`src/rtl/noc_link_pipe.sv`:
```
// NoC link pipeline: DEPTH chained 2-entry skid stages carrying {vc, flit}, plus a DEPTH-deep credit delay line; optional counters under NOC_LINK_PIPE_STATS_EN.
// Latency: DEPTH cycles from acceptance to m_valid when unstalled; 1 flit/cycle sustained; credits delayed exactly DEPTH cycles.
// Backpressure: each stage's ready is registered (high unless the stage holds two flits), so m_ready never reaches s_ready combinationally.
module noc_link_pipe #(
    parameter int FLIT_W = 64,
    parameter int VC_NUM = 2,
    parameter int DEPTH  = 2,
    localparam int VC_W  = (VC_NUM > 1) ? $clog2(VC_NUM) : 1
) (
    input  logic              noc_clk,
    input  logic              noc_rst,
    input  logic              s_valid,
    output logic              s_ready,
    input  logic [VC_W-1:0]   s_vc,
    input  logic [FLIT_W-1:0] s_flit,
    output logic [VC_NUM-1:0] s_vc_ready,
    output logic              m_valid,
    input  logic              m_ready,
    output logic [VC_W-1:0]   m_vc,
    output logic [FLIT_W-1:0] m_flit,
    input  logic [VC_NUM-1:0] m_vc_ready,
    output logic              link_idle
`ifdef NOC_LINK_PIPE_STATS_EN
    ,
    input  logic              stat_clr,
    output logic [31:0]       stat_flit_cnt,
    output logic [31:0]       stat_stall_cnt
`endif
);

    localparam int EW = VC_W + FLIT_W;

    typedef enum logic [1:0] {
        ST_EMPTY = 2'd0,
        ST_ONE   = 2'd1,
        ST_TWO   = 2'd2
    } state_t;

    state_t              r_state     [DEPTH];
    state_t              w_state_nxt [DEPTH];
    logic   [EW-1:0]     r_head      [DEPTH];
    logic   [EW-1:0]     r_skid      [DEPTH];
    logic   [EW-1:0]     w_in_dat    [DEPTH];
    logic   [DEPTH-1:0]  r_rdy;
    logic   [DEPTH-1:0]  w_in_vld;
    logic   [DEPTH-1:0]  w_out_vld;
    logic   [DEPTH-1:0]  w_out_rdy;
    logic   [DEPTH-1:0]  w_push;
    logic   [DEPTH-1:0]  w_pop;
    logic                w_all_empty;
    logic                r_idle;
    logic   [VC_NUM-1:0] r_cred      [DEPTH];

    genvar g;
    generate
        for (g = 0; g < DEPTH; g++) begin : g_link
            assign w_out_vld[g] = (r_state[g] != ST_EMPTY);
            if (g == 0) begin : g_first
                assign w_in_vld[g] = s_valid;
                assign w_in_dat[g] = {s_vc, s_flit};
            end else begin : g_mid
                assign w_in_vld[g] = w_out_vld[g-1];
                assign w_in_dat[g] = r_head[g-1];
            end
            if (g == DEPTH - 1) begin : g_last
                assign w_out_rdy[g] = m_ready;
            end else begin : g_inner
                assign w_out_rdy[g] = r_rdy[g+1];
            end
        end
    endgenerate

    always_comb begin
        w_push      = '0;
        w_pop       = '0;
        w_all_empty = 1'b1;
        for (int i = 0; i < DEPTH; i++) begin
            w_push[i]      = w_in_vld[i] && r_rdy[i];
            w_pop[i]       = w_out_vld[i] && w_out_rdy[i];
            w_state_nxt[i] = r_state[i];
            case (r_state[i])
                ST_EMPTY: if (w_push[i]) w_state_nxt[i] = ST_ONE;
                ST_ONE: begin
                    if (w_push[i] && !w_pop[i])      w_state_nxt[i] = ST_TWO;
                    else if (!w_push[i] && w_pop[i]) w_state_nxt[i] = ST_EMPTY;
                end
                ST_TWO:   if (w_pop[i]) w_state_nxt[i] = ST_ONE;
                default:  w_state_nxt[i] = ST_EMPTY;
            endcase
            if (w_state_nxt[i] != ST_EMPTY) w_all_empty = 1'b0;
        end
    end

    // Head always holds the oldest flit; skid only fills when the stage is blocked downstream.
    always_ff @(posedge noc_clk) begin
        for (int i = 0; i < DEPTH; i++) begin
            if (noc_rst) begin
                r_state[i] <= ST_EMPTY;
                r_head[i]  <= '0;
                r_skid[i]  <= '0;
                r_rdy[i]   <= 1'b0;
            end else begin
                r_state[i] <= w_state_nxt[i];
                r_rdy[i]   <= (w_state_nxt[i] != ST_TWO);
                case (r_state[i])
                    ST_EMPTY: if (w_push[i]) r_head[i] <= w_in_dat[i];
                    ST_ONE: begin
                        if (w_push[i] && w_pop[i]) r_head[i] <= w_in_dat[i];
                        else if (w_push[i])        r_skid[i] <= w_in_dat[i];
                    end
                    ST_TWO:   if (w_pop[i]) r_head[i] <= r_skid[i];
                    default:  ;
                endcase
            end
        end
    end

    always_ff @(posedge noc_clk) begin
        if (noc_rst) begin
            r_idle <= 1'b1;
        end else begin
            r_idle <= w_all_empty;
        end
    end

    always_ff @(posedge noc_clk) begin
        for (int i = 0; i < DEPTH; i++) begin
            if (noc_rst) begin
                r_cred[i] <= '0;
            end else if (i == 0) begin
                r_cred[i] <= m_vc_ready;
            end else begin
                r_cred[i] <= r_cred[(i > 0) ? i - 1 : 0];
            end
        end
    end

    assign s_ready        = r_rdy[0];
    assign m_valid        = w_out_vld[DEPTH-1];
    assign {m_vc, m_flit} = r_head[DEPTH-1];
    assign s_vc_ready     = r_cred[DEPTH-1];
    assign link_idle      = r_idle;

`ifdef NOC_LINK_PIPE_STATS_EN
    logic [31:0] r_flit_cnt;
    logic [31:0] r_stall_cnt;

    // Clear dominates any same-cycle increment; both counters stick at all-ones.
    always_ff @(posedge noc_clk) begin
        if (noc_rst || stat_clr) begin
            r_flit_cnt  <= '0;
            r_stall_cnt <= '0;
        end else begin
            if (m_valid && m_ready && (r_flit_cnt != '1))
                r_flit_cnt <= r_flit_cnt + 32'd1;
            if (m_valid && !m_ready && (r_stall_cnt != '1))
                r_stall_cnt <= r_stall_cnt + 32'd1;
        end
    end

    assign stat_flit_cnt  = r_flit_cnt;
    assign stat_stall_cnt = r_stall_cnt;
`endif

endmodule

```
`config.mk`:
```
export PLATFORM = sky130hd
export DESIGN_NAME = noc_link_pipe
export DESIGN_NICKNAME = d
export VERILOG_FILES = /design/src/rtl/noc_link_pipe.sv
export SDC_FILE = /design/constraint.sdc
export NUM_CORES = 1
export LEC_CHECK = 0
export ABC_AREA = 1
export BUFFER_PORTS_ARGS = -buffer_cell sky130_fd_sc_hd__buf_2
export CORE_MARGIN = 2
export CORE_UTILIZATION = 50
export CTS_BUF_LIST = sky130_fd_sc_hd__clkbuf_8
export DETAILED_ROUTE_END_ITERATION = 6
export GPL_TIMING_DRIVEN = 1
export PLACE_DENSITY = 0.73
export SYNTH_ARGS = -nofsm -noshare
export SYNTH_HDL_FRONTEND = slang
export SYNTH_SLANG_ARGS = --single-unit
```
`constraint.sdc`:
```
create_clock -name noc_clk -period 5.9 [get_ports noc_clk]
set_input_delay 0.295 -clock noc_clk [delete_from_list [all_inputs] [get_ports noc_clk]]
set_output_delay 0.295 -clock noc_clk [all_outputs]
set_load 0.005 [all_outputs]
```
# Word-level counts from Yosys, hierarchy flattened
# Memories as Yosys holds them, arrays and structs flattened.
# Index checks and enable logic that the tools add are counted.
[totals]
reg_bits = 3
ram_bits = 268
output_inout_bits = 70
wordCells = 100
mem_count = 4
[op_classes]
eq_ne = 6
n_mux = 58
n_bitwise = 12
n_reduce_logical = 18
[mem_list]
columns = ["memory", "words", "width", "read_ports", "rd_clocked_by_memory_dff", "write_ports", "line", "rtl"]
rows = [
  ["r_head", 2, 65, 2, 0, 2, "41", "logic [EW-1:0] r_head [DEPTH];"],
  ["r_skid", 2, 65, 2, 0, 2, "42", "logic [EW-1:0] r_skid [DEPTH];"],
  ["r_cred", 2, 2, 2, 0, 2, "52", "logic [VC_NUM-1:0] r_cred [DEPTH];"],
  ["r_state", 2, 2, 2, 0, 2, "39", "state_t r_state [DEPTH];"],
]
[ops]
columns = ["operator", "count"]
rows = [
  ["65-bit 2-to-1 mux", 8],
  ["1-bit 2-to-1 mux", 36],
  ["2-bit 2-to-1 mux", 12],
  ["1-bit OR", 12],
  ["2-bit case mux with 3 select lines", 2],
  ["1-bit logical AND", 9],
  ["2-bit nonzero test", 4],
  ["2-bit by 1-bit equality test with 1-bit output, second input constant", 2],
  ["2-bit equality test, second input constant", 2],
  ["2-bit logical NOT", 2],
  ["2-bit inequality test, second input constant", 2],
  ["1-bit logical NOT", 3],
]

# Longest topological paths before layout
[depth]
word_depth = 9
depth_mapped = 9
mapped_depth_nobuf = 9

# Worst setup path after synthesis
# No wires, ideal clock.
[synth_path]
kind = "input to register"
startpoint = "input port noc_rst"
endpoint = "memory r_head[0][0] (netlist name) (enable)"
setup_ns = 0.861
arrival_time_ns = 2.326
required_ns = 5.039
path_slack_ns = 2.712
cell_stages = 5
path_cell_list = "buf_4 inv_2 buf_4 buf_2 nand3_1"
[synth_lines]
columns = ["item", "line", "rtl"]
rows = [
  ["start, declared", "11", "input logic noc_rst,"],
  ["end, declared", "41", ""],
]

==> results.toml <==
[min_path]
hp-start = "s_flit[43]"
min_to = "r_skid[0][43]"
hold-path-cell-count = 3
hold_class = "input pin to register"

[job]
drv_cap = 0

[yosys]
yosys_warnings = 0
yosysUniqueCellTypes = 19
avgSynthCellArea_sq_um = 11.0
synth.cell_area_sq_um = 11700
ys_ff_latch = 271
syn-instance-count = 1061
yosysSeqAreaShare = 0.687
synth_nets = 1132

[timing]
holdWs_ns = 0.0624
worstMarginPinSlew_ns = 1.29
setup_tns_ns = 0
finalSetupViolCount = 0
worst_slack_ns = 3.10
min_period_over_period = 0.475
final-hold-violation-count = 0
max_clock_freq_mhz = 357
drv_slew = 0
fin_crit_ns = 2.80
fin_worst_skew_ns = 0.0115
rsz0062_at_grt = "false"
slew-limit-headroom = 0.140

[placed_design]
placedCellCount = 1449
io_buffers = 140
dpl_cell_area_sq_um = 12500
place.gp.congestion = 0.775
post-dp-hpwl_mm = 13.9
pre_cts_ws_ns = 2.66

[power]
power_frac_seq = 0.581
p_clk_frac = 0.362
p_per_area_nw_per_um2 = 292
ir_drop_mv = 0.136
p_comb_frac = 0.057
p_total_mw = 3.88
p_leak_nw = 5.50
switching_share = 0.230
p_switching_mw = 0.892
intPower_mw = 2.99

[setup_path]
worstPathRequired_ns = 5.97
worstReg2RegEnd = "r_head[1][14]"
cp.arrival_ns = 2.87
r2r_start = "r_state[0][0]"
path_max_fanout = 66
start_kind = "register"
endpoint_kind = "register"
r2r_cells = 6
regToRegSetupSlack_ns = 3.10
worstSetupPathType = "register to register"

[floorplan]
rows = 55
die_w_um = 157
die_area_sq_um = 24600
coreArea_sq_um = 22800
pin_count = 141
die_h_um = 157
initial_core_util = 0.513

[clock_network]
ctsRootBufferMaster = "clkbuf_8"
h-tree-depth = 2
tritoncts = "built"
cts_inserted_buffers = 44
clockBufferDepth = 3
post_cts_buffers = 0
clk_latency_ns = 0.55
clk_pin_slew_worst_paths_ns = 0.06
cts_num_sinks = 271

[cells_and_area]
layout-drive-gt1-share = 0.209
final_util = 0.584
final-instance-count-excl-fill = 1529
area_delta_synth_final_pct = 13.8
n_antenna_cell = 0
final_common_cell = "edfxtp_1"
fillers = 1891
mostFrequentLayoutCells = "edfxtp_1, inv_1, nor2_1"
fin_area_sq_um = 13300
multiInputGateArea_sq_um = 2570
nets = 1255
regArea_sq_um = 8030

[global_routing]
antenna_found_initial = 0
grt_first_pass_wirelength_mm = 37.3
first_global_vias = 7514
grt_overflow = 0
grt_max_degree = 131
grt_usage = 0.193

[detailed_routing]
vias = 7598
wirelength_mm = 23.2
viasPerCell = 4.97
routedWlPerCell_um = 15.2
drtAntennaViolNets = 0
drtIter0Drc = 480
drt_pass1_iterations = 5
route.detailed.drc = 0

[outcome]
status = "complete, no violations"
-- state kept, by name, summed over array words and instances (netlist names) --
register	cells
link_idle	1
r_skid	130
r_state	4
r_cred	4
r_rdy	2
r_head	130
-- worst max-delay path by stage --
stage               cells after the start          start       endpoint
global route                            6  r_state[0][0]  r_head[1][37]
global placement                        5        noc_rst   r_head[0][1]
floorplan                               5        noc_rst   r_head[0][0]
detailed placement                      5        noc_rst   r_head[0][1]
CTS                                     6  r_state[0][0]  r_head[1][27]
finish                                  6  r_state[0][0]  r_head[1][14]
-- cell type report --
class,instances,area share
tap,313,0.0294
clock inverter,33,0.0103
multi-input combinational,510,0.193
inverter,208,0.0587
clock buffer,45,0.0466
sequential,271,0.604
timing repair buffer,149,0.0581
-- cells by family (layout without fill, tap and decap cells) --
group | Yosys count | count (layout) | synth area share
AND/OR/NAND/NOR | 374 | 374 | 0.143
buffers and inverters | 280 | 435 | 0.0992
flip-flops | 271 | 271 | 0.687
AO/OA/AOI/OAI | 136 | 136 | 0.0708
-- timing repair --
item / 4_1_cts / 5_1_grt
endpoints found under the hold margin: 2 / 0
resized for setup: 0 / 0
setup endpoints to repair: 0 / 0
hold buffers: 2 / 0
-- metal layers --
layer / vias to the layer above / share of wire / GRT usage
met5: - / 0 / 0
met4: 0 / 0.026 / 0.0778
met3: 50 / 0.057 / 0.0390
met2: 228 / 0.50 / 0.329
met1: 3524 / 0.42 / 0.241
li1: 3796 / - / -
-- cell usage after synthesis --
library cell | count | area share
a21oi_2 | 39 | 0.029
nor2_2 | 2 | 0.0011
inv_1 | 204 | 0.066
clkbuf_1 | 17 | 0.0055
nand4_1 | 67 | 0.036
nor2_1 | 141 | 0.045
nand3_1 | 72 | 0.031
buf_2 | 44 | 0.019
a21oi_1 | 31 | 0.013
edfxtp_1 | 260 | 0.67
buf_1 | 2 | 0.00064
or2_2 | 1 | 0.00054
inv_2 | 4 | 0.0013
o21ai_1 | 1 | 0.00043
dfxtp_1 | 11 | 0.019
buf_4 | 4 | 0.0026
buf_6 | 5 | 0.0048
o21ai_0 | 65 | 0.028
nand2_1 | 91 | 0.029
-- power by group through the flow --
stage               Sequential, mW  Combinational [mW]  Clock [mW]
floorplan                     2.29               0.126           0
global placement              2.29               0.215           0
detailed placement            2.29               0.221           0
CTS                           2.25               0.223        1.44
global route                  2.26               0.250        1.52
finish                        2.25               0.220        1.40
-- worst max-delay path, cell delays in order (launching register included) --
cell,delay (ns)
dfxtp_1,0.33
nor2_1,0.22
nor2_2,0.09
nand2_1,0.10
nand2_1,0.09
nand2_4,0.69
nand2_4,0.74
No activity file was read; power rests on OpenSTA's default activity.
